File: config.mk
export PLATFORM = sky130hd
export DESIGN_NAME = calc_serial_tx_flat
export DESIGN_NICKNAME = d
export VERILOG_FILES = /design/src/rtl/calc_serial_tx_pkg.sv /design/src/rtl/calc_serial_tx_if.sv /design/src/rtl/calc_serial_tx_bit_timer.sv /design/src/rtl/calc_serial_tx.sv /design/src/flat_wrapper.sv
export SDC_FILE = /design/constraint.sdc
export NUM_CORES = 1
export LEC_CHECK = 0
export ABC_AREA = 0
export BUFFER_PORTS_ARGS = -buffer_cell sky130_fd_sc_hd__buf_2
export CAP_MARGIN = 20
export CORE_MARGIN = 3
export CORE_UTILIZATION = 45
export DETAILED_ROUTE_END_ITERATION = 8
export GPL_TIMING_DRIVEN = 0
export PLACE_DENSITY = 0.7
export SKIP_LAST_GASP = 1
export SLEW_MARGIN = 40
export SYNTH_ARGS = -nofsm -noshare
export SYNTH_HDL_FRONTEND = slang
export SYNTH_SLANG_ARGS = --single-unit
File: constraint.sdc
create_clock -name Clk -period 1.95 [get_ports Clk]
set_input_delay 0.195 -clock Clk [delete_from_list [all_inputs] [get_ports Clk]]
set_output_delay 0.195 -clock Clk [all_outputs]
set_load 0.02 [all_outputs]
File: src/rtl/calc_serial_tx_pkg.sv
// Shared types and default sizing for the calculator serial transmitter.
// The frame is the result word followed by the flag nibble.
package calc_tx_pkg;

  typedef enum logic [1:0] {
    IDLE  = 2'd0,
    SHIFT = 2'd1,
    DONE  = 2'd2
  } tx_state_e;

  localparam int DEF_WIDTH   = 8;
  localparam int DEF_FLAG_W  = 4;
  localparam int DEF_CLK_DIV = 4;

  function automatic int frame_w(input int width, input int flag_w);
    return width + flag_w;
  endfunction

  localparam int DEF_FRAME_W = frame_w(DEF_WIDTH, DEF_FLAG_W);

endpackage

File: src/rtl/calc_serial_tx_if.sv
// SampleData/TxData/TxDone handshake between calculator control and the serial transmitter.
interface calc_serial_tx_if #(
  parameter int WIDTH  = 8,
  parameter int FLAG_W = 4
);
  logic              SampleData;
  logic              TxData;
  logic [WIDTH-1:0]  Result;
  logic [FLAG_W-1:0] Flag;
  logic              SerialOut;
  logic              TxClk;
  logic              TxDone;
  logic              TxBusy;

  modport master (
    output SampleData, TxData, Result, Flag,
    input  SerialOut, TxClk, TxDone, TxBusy
  );

  modport slave (
    input  SampleData, TxData, Result, Flag,
    output SerialOut, TxClk, TxDone, TxBusy
  );
endinterface

File: src/rtl/calc_serial_tx_bit_timer.sv
// Bit-period divider: registered TxClk phase and an end-of-bit strobe.
module tx_bit_timer #(
  parameter int CLK_DIV = 4
) (
  input  logic Clk,
  input  logic Reset,
  input  logic en_i,
  input  logic clr_i,
  output logic bit_end_o,
  output logic txclk_o
);
  localparam int DIV_W = (CLK_DIV > 2) ? $clog2(CLK_DIV) : 1;
  localparam logic [DIV_W-1:0] LAST = DIV_W'(CLK_DIV - 1);
  localparam logic [DIV_W-1:0] HALF = DIV_W'(CLK_DIV / 2);

  logic [DIV_W-1:0] div_q, div_d;
  logic             phase_q, phase_d;

  always_comb begin
    bit_end_o = en_i && (div_q == LAST);
    div_d     = div_q;
    if (clr_i) begin
      div_d = '0;
    end else if (en_i) begin
      div_d = bit_end_o ? '0 : div_q + 1'b1;
    end
    // Phase tracks the next divider value so TxClk itself is a flop output.
    phase_d = (div_d >= HALF);
  end

  always_ff @(posedge Clk or posedge Reset) begin
    if (Reset) begin
      div_q   <= '0;
      phase_q <= 1'b0;
    end else begin
      div_q   <= div_d;
      phase_q <= phase_d;
    end
  end

  assign txclk_o = phase_q;

endmodule

File: src/rtl/calc_serial_tx.sv
// Calculator serial transmitter: latches {Result,Flag}, shifts it out MSB first
// with a divided bit clock, and answers TxData with a level TxDone.
module calc_serial_tx
  import calc_tx_pkg::*;
#(
  parameter int WIDTH   = DEF_WIDTH,
  parameter int FLAG_W  = DEF_FLAG_W,
  parameter int CLK_DIV = DEF_CLK_DIV
) (
  input logic             Clk,
  input logic             Reset,
  calc_serial_tx_if.slave bus
);
  localparam int FRAME_W = frame_w(WIDTH, FLAG_W);
  localparam int CNT_W   = $clog2(FRAME_W);

  tx_state_e           state_q, state_d;
  logic [FRAME_W-1:0]  frame_q, frame_d;
  logic [CNT_W-1:0]    bitcnt_q, bitcnt_d;
  logic                sout_q, sout_d;
  logic                done_q, done_d;
  logic                busy_q, busy_d;
  logic                bit_end;
  logic                txclk;
  logic [FRAME_W-1:0]  sample_val;

  assign sample_val = {bus.Result, bus.Flag};

  tx_bit_timer #(.CLK_DIV(CLK_DIV)) u_timer (
    .Clk       (Clk),
    .Reset     (Reset),
    .en_i      (state_q == SHIFT),
    .clr_i     (state_q != SHIFT),
    .bit_end_o (bit_end),
    .txclk_o   (txclk)
  );

  always_comb begin
    state_d  = state_q;
    frame_d  = frame_q;
    bitcnt_d = bitcnt_q;
    sout_d   = sout_q;
    done_d   = done_q;
    busy_d   = busy_q;
    unique case (state_q)
      IDLE: begin
        if (bus.SampleData) frame_d = sample_val;
        if (bus.TxData) begin
          state_d  = SHIFT;
          bitcnt_d = CNT_W'(FRAME_W - 1);
          busy_d   = 1'b1;
          // A same-edge sample must be the value that goes out.
          sout_d   = bus.SampleData ? sample_val[FRAME_W-1] : frame_q[FRAME_W-1];
        end
      end
      SHIFT: begin
        if (bit_end) begin
          if (bitcnt_q != '0) begin
            frame_d  = frame_q << 1;
            sout_d   = frame_q[FRAME_W-2];
            bitcnt_d = bitcnt_q - 1'b1;
          end else begin
            state_d = DONE;
            done_d  = 1'b1;
            sout_d  = 1'b0;
          end
        end
      end
      DONE: begin
        if (!bus.TxData) begin
          state_d = IDLE;
          done_d  = 1'b0;
          busy_d  = 1'b0;
        end
      end
      default: begin
        state_d = IDLE;
        done_d  = 1'b0;
        busy_d  = 1'b0;
        sout_d  = 1'b0;
      end
    endcase
  end

  always_ff @(posedge Clk or posedge Reset) begin
    if (Reset) begin
      state_q  <= IDLE;
      frame_q  <= '0;
      bitcnt_q <= '0;
      sout_q   <= 1'b0;
      done_q   <= 1'b0;
      busy_q   <= 1'b0;
    end else begin
      state_q  <= state_d;
      frame_q  <= frame_d;
      bitcnt_q <= bitcnt_d;
      sout_q   <= sout_d;
      done_q   <= done_d;
      busy_q   <= busy_d;
    end
  end

  assign bus.SerialOut = sout_q;
  assign bus.TxClk     = txclk;
  assign bus.TxDone    = done_q;
  assign bus.TxBusy    = busy_q;

endmodule

File: src/flat_wrapper.sv
// flat-port wrapper written by rule: the top's interface ports become plain ports
module calc_serial_tx_flat import calc_tx_pkg::*;
#(
  parameter int WIDTH   = DEF_WIDTH,
  parameter int FLAG_W  = DEF_FLAG_W,
  parameter int CLK_DIV = DEF_CLK_DIV
)
  (Clk, Reset, bus_SampleData, bus_TxData, bus_Result, bus_Flag, bus_SerialOut, bus_TxClk, bus_TxDone, bus_TxBusy);
  calc_serial_tx_if #(.WIDTH(WIDTH), .FLAG_W(FLAG_W)) bus_i ();
  input logic Clk;
  input logic Reset;
  input wire logic [$bits(bus_i.SampleData)-1:0] bus_SampleData;
  input wire logic [$bits(bus_i.TxData)-1:0] bus_TxData;
  input wire logic [$bits(bus_i.Result)-1:0] bus_Result;
  input wire logic [$bits(bus_i.Flag)-1:0] bus_Flag;
  output wire logic [$bits(bus_i.SerialOut)-1:0] bus_SerialOut;
  output wire logic [$bits(bus_i.TxClk)-1:0] bus_TxClk;
  output wire logic [$bits(bus_i.TxDone)-1:0] bus_TxDone;
  output wire logic [$bits(bus_i.TxBusy)-1:0] bus_TxBusy;
  assign bus_i.SampleData = bus_SampleData;
  assign bus_i.TxData = bus_TxData;
  assign bus_i.Result = bus_Result;
  assign bus_i.Flag = bus_Flag;
  assign bus_SerialOut = bus_i.SerialOut;
  assign bus_TxClk = bus_i.TxClk;
  assign bus_TxDone = bus_i.TxDone;
  assign bus_TxBusy = bus_i.TxBusy;
  calc_serial_tx #(.WIDTH(WIDTH), .FLAG_W(FLAG_W), .CLK_DIV(CLK_DIV)) u_core (.Clk(Clk), .Reset(Reset), .bus(bus_i));
endmodule
Yosys cells after proc, flatten, opt, wreduce, memory -nomap -nowiden

Index checks and enable logic that the tools add are counted.

Output and inout bits: 4
Bits of input ports: 16
Logic and storage cells: 61
Register bits: 24

Multiplexer cells: 27
Equal/unequal tests: 10
Magnitude comparators: 1
Bitwise gates (word level): 3
Reductions and logical operators: 10
$add $sub $neg: 2

Operator list:

| operator                                                               | number |
|---|---|
| 12-bit two-way mux                                                     | 3 |
| 12-bit one-hot mux with 2 select lines                                 | 1 |
| 4-bit AND reduction                                                    | 4 |
| 2-bit two-way mux                                                      | 7 |
| 4-bit two-way mux                                                      | 3 |
| 1-bit one-hot mux with 3 select lines                                  | 3 |
| 1-bit two-way mux                                                      | 8 |
| 2-bit != test (second input constant)                                  | 4 |
| 4-bit one-hot mux with 2 select lines                                  | 1 |
| 2-bit by 1-bit != test with 1-bit output (second input constant)       | 3 |
| 2-bit one-hot mux with 3 select lines                                  | 1 |
| 3-bit AND reduction                                                    | 2 |
| 2-bit equality test (second input constant)                            | 2 |
| 4-bit nonzero test                                                     | 1 |
| 4-bit by 1-bit subtractor with 4-bit output (second input constant)    | 1 |
| 1-bit inverter                                                         | 3 |
| 2-bit by 1-bit adder with 2-bit output (second input constant)         | 1 |
| 2-bit by 1-bit equality test with 1-bit output (second input constant) | 1 |
| 2-bit greater-or-equal comparator (second input constant)              | 1 |
| 2-bit zero test                                                        | 1 |
| 2-bit nonzero test                                                     | 1 |
| 1-bit logical AND                                                      | 1 |

Depth between registers and ports, before layout

Depth after elaboration: 6
Mapped depth: 6

Modules after synthesis

A second synthesis with hierarchy kept.

Cell total of the unflattened synthesis: 106
Area, all modules: 1291.2 µm²

By module, submodules not included:

| module         | area each (µm²) | cells each | sequential area each (µm²) | instances |
|---|---|---|---|---|
| calc_serial_tx | 1184.9          | 96         | 525.5                      | 1 |
| tx_bit_timer   | 106.4           | 10         | 50.0                       | 1 |

Least setup slack after synthesis

Ideal clock, no wire load.

Kind: reg2reg
Start point: reg u_core.bitcnt_q[0]
End point: reg u_core.frame_q[10]
Cell stages (with the launch flop): 7
Arrival: 1.578 ns
Buffers on the path: 1
Setup time: 0.125 ns
Clock period less this slack: 1.703 ns
Path slack: 0.247 ns
Path through: dfrtp_1 inv_1 ha_1 or3b_1 a22o_1 buf_6 mux2_4

Longest elaborated chain between the ends: 3

Ends and longest elaborated chain:

| item                                               | line                 | text |
|---|---|---|
| start, declared                                    | calc_serial_tx.sv:19 | `logic [CNT_W-1:0] bitcnt_q, bitcnt_d;` |
| start signal, assigned                             | calc_serial_tx.sv:96 | `bitcnt_q <= bitcnt_d;` |
| 4-bit nonzero test                                 | calc_serial_tx.sv:58 | `if (bitcnt_q != '0) begin` |
| 2-bit by 1-bit != test with 1-bit output (no line) | --                   |  |
| 4-bit AND reduction (no line)                      | --                   |  |
| end signal, assigned                               | calc_serial_tx.sv:95 | `frame_q <= frame_d;` |
| end, declared                                      | calc_serial_tx.sv:18 | `logic [FRAME_W-1:0] frame_q, frame_d;` |

Every way passes these cells.
A chain may end at the register's enable or synchronous reset.

Worst setup path after layout

Start point: reg u_core.bitcnt_q[0]
End point: reg u_core.sout_q, in the netlist u_core.bus.SerialOut

Longest elaborated chain between the ends: 4

Ends and longest elaborated chain:

| item                                  | line                 | text |
|---|---|---|
| 4-bit nonzero test                    | calc_serial_tx.sv:58 |  |
| 1-bit two-way mux                     | calc_serial_tx.sv:58 |  |
| 1-bit two-way mux                     | calc_serial_tx.sv:57 | `if (bit_end) begin` |
| 1-bit one-hot mux with 3 select lines | calc_serial_tx.sv:45 | `unique case (state_q)` |
| end signal, assigned                  | calc_serial_tx.sv:97 | `sout_q <= sout_d;` |
| end, declared                         | calc_serial_tx.sv:20 | `logic sout_q, sout_d;` |

Every way passes these cells. The select of a mux whose other input is x is not followed.

==> results.md <==
- TritonCTS clock tree: done
- FF-to-FF path depth: 6
- Final hold viol count: 0
- Mapped cell area: 1280 µm²
- Antenna-violating nets left: 0
- Number of global-route vias before repair: 888
- Setup Crit Path Kind: flip-flop to flip-flop
- Most frequent cells in the layout: 24 x dfrtp_1, 22 x buf_2, 13 x mux2_2
- Hold path depth: 3
- Die area: 3530 µm²
- Synth area leaders: dfrtp_1 47%, mux2_4 12%, mux2_2 11%
- Worst min-delay path category: input port to flip-flop
- Worst EP required: 2180 ps
- Crit path from: u_core.bitcnt_q[0]
- R2R Setup Slk: 130 ps
- GPL Wtd Cong: 0.767
- Unrepaired setup endpoints after global routing: no
- DRC: 0
- Nets@finish: 151
- Final Skew: 20.2 ps
- Post-DR wirelength/cell: 14.9 µm
- Clock latency at the later pin of the worst-skew pair: 320 ps
- Clock Power Share: 17.9%
- First-pass DRT Iterations: 3
- Ratio of cells with drive above 1 in the final layout: 41.2%
- Fmax: 550 MHz
- CTS Buf Count: 3
- Total Wirelength: 2400 µm
- Register area share after synthesis: 46.7%
- Place WS: 121 ps
- Post-DP HPWL: 1760 µm
- Int Power: 0.00136 W
- Multi-input gate area: 623 µm²
- Initial DRC Count: 29
- Netlist cell types: 32
- Syn_nets: 126
- Final worst setup slack: 133 ps
- Worst-Margin Slew: 489 ps
- Worst r2r src: u_core.bitcnt_q[0]
- Crit-path max cell delay: 420 ps
- Diode count: 0
- Critical Path Start Type: flip-flop
- Clk sink count: 24
- Placement Rows: 18
- Pin count of the biggest net entering global routing: 25
- Via-to-Cell Ratio: 5.57
- Post-synth top area share: 46.7%
- CP top delay family: compound AO/OA/AOI/OAI gates
- Hold Path Sink: u_core.frame_q[0]
- Period utilization: 93.2%
- Peak supply drop: 0.00101 V
- Minimum clock period: 1820 ps
- Worst relative slew slack: 67.4%
- First-pass GRT wire length: 4080 µm
- Switch Pwr: 0.000647 W
- Status: complete, no violations
- Leakage: 0.703 nW
- Gate Count Post-Synth: 107
- Sw Share: 32.2%
- Via count: 896
- Port bufs: 19
- Final setup TNS: 0 ps
- CP bufs+invs: 2
- Pwr Density: 1360 nW/µm²
- Avg Cell Area, Syn: 12.0 µm²
- Clk buf depth: 2
- Max-Cap Viols: 0
- CTS clk-pin slew, worst paths: 150 ps
- Critical Path Fanout Max: 10
- Layout Area Growth over Synthesis: 15.4%
- Reg-to-reg critical path endpoint: u_core.bus.SerialOut
- Yosys warns: 0
- Worst hold slack: 138 ps
- Largest area contributor in the netlist: dfrtp_1
- Finished layout cell area: 1480 µm²
- Global Route Usage Sum: 15.2%
- Final Slew Violations: 0
- Fillers: 225
- Die X: 59.4 µm
- Data arrival, critical path: 2050 ps
- Critical-path top delay cell: dfrtp_1
- Hold_sp: bus_Flag[0]
- Crit-path cells: inv_1, ha_1, or3b_1, clkbuf_1, a32o_1, a22o_1
- Sequential share of power: 39.3%
- Core area: 2590 µm²
- I/O pin cnt: 20
- Postcts setup bufs: 0
- Total Power: 0.00201 W
- Setup violators final: 0
- Commonest non-fill, non-tap cell in the layout: dfrtp_1
- Crit end category: flip-flop
- Starting Density: 49.6%
- Placed cell areas: 1420 µm²
- FF+latch area: 601 µm²
- Initial antenna violation count: 0
- Die H: 59.4 µm
- Comb power frac: 42.8%
- Yosys reg bits: 24
- Root Buffer: clkbuf_4
- Grt ovf: 0
- Htree depth: 1
-- worst reg2reg max path, cell delays in order (launching register included) --
cell,delay [ps]
dfrtp_1,420
inv_1,90
ha_1,130
or3b_1,360
clkbuf_1,250
a32o_1,310
a22o_1,180
-- kinds of logic (layout without fill, tap and decap cells) --
kind of cell    count (synthesis)  after routing  synth area share (%)
simple gates                   23             23                  10.9
fa+ha+maj                       3              3                  2.92
mux                            23             23                  23.1
flops                          24             24                  46.7
compound gates                 20             20                  11.4
buf+inv                        14             38                  4.97
-- power by group through the flow --
stage                     Combinational [W]  Clock (W)  Sequential, W
after floorplan                    0.000649          0       0.000820
after global placement             0.000827          0       0.000790
after detailed placement           0.000861          0       0.000801
after CTS                          0.000867   0.000367       0.000793
after global routing               0.000945   0.000386       0.000817
final                              0.000861   0.000359       0.000790
-- how the worst max path moves through the flow --
stage	end	cells after the start	slack [ps]
floorplan	u_core.frame_q[10]	6	250
global placement	u_core.frame_q[9]	6	160
detailed placement	u_core.frame_q[11]	6	120
CTS	u_core.frame_q[1]	6	80
global route	u_core.frame_q[2]	5	20
finish	u_core.bus.SerialOut	6	130
-- cells in the mapped netlist --
library cell  instances
nand3_1               2
a211oi_1              3
o2bb2ai_1             1
and3b_1               1
a21bo_2               1
a32o_1                1
mux2_4               10
o21ai_0               2
nand4_1               1
nor3_1                2
nand2b_1              2
nand2_1               2
clkbuf_1              3
a21oi_1               4
o22ai_1               2
mux2_2               13
o221a_2               1
o211ai_1              2
dfrtp_1              24
buf_2                 3
nor2_1                2
a311oi_1              1
and4_1                1
nor3b_1               1
and2_1                3
nand3b_1              2
a22o_1                2
ha_1                  3
inv_1                 7
or3b_1                1
buf_6                 1
nor2b_1               3
-- repair_timing --
item                                    in CTS  in global routing
endpoints found under the hold margin       24                  0
endpoints found under the setup margin       0                  5
hold buffers                                 1                  0
gates resized for setup                      0                  1
-- final cells by class --
type                            instances  share of cell area (%)
Multi-Input combinational cell         69                    42.0
Sequential cell                        24                    40.5
Timing Repair Buffer                   20                    7.09
Buffer                                  7                    2.53
Tap cell                               30                    2.53
Clock inverter                          1                    2.03
Inverter                                7                    1.77
Clock buffer                            3                    1.52
-- registers in the layout, indices dropped and copies added, names as in the netlist --
| name | cells |
|---|---|
| u_core.u_timer.div_q | 2 |
| u_core.bus.TxDone | 1 |
| u_core.frame_q | 12 |
| u_core.bitcnt_q | 4 |
| u_core.u_timer.txclk_o | 1 |
| u_core.bus.TxBusy | 1 |
| u_core.bus.SerialOut | 1 |
| u_core.state_q | 2 |
-- metrics by stage --
step,std cells,utilization [%]
after CTS,161,57.1
after floorplan,107,-
after global placement,156,54.7
after detailed placement,156,54.7
final,161,57.2
after global routing,161,57.2
-- layer usage --
layer,track usage [%],share of wire (%),up-vias
li1,-,-,436
met1,21.0,47,443
met2,23.9,48,15
met3,5.01,4.5,2
met4,1.94,0.42,0
met5,0,0,-
No activity file was read; power rests on OpenSTA's default activity.
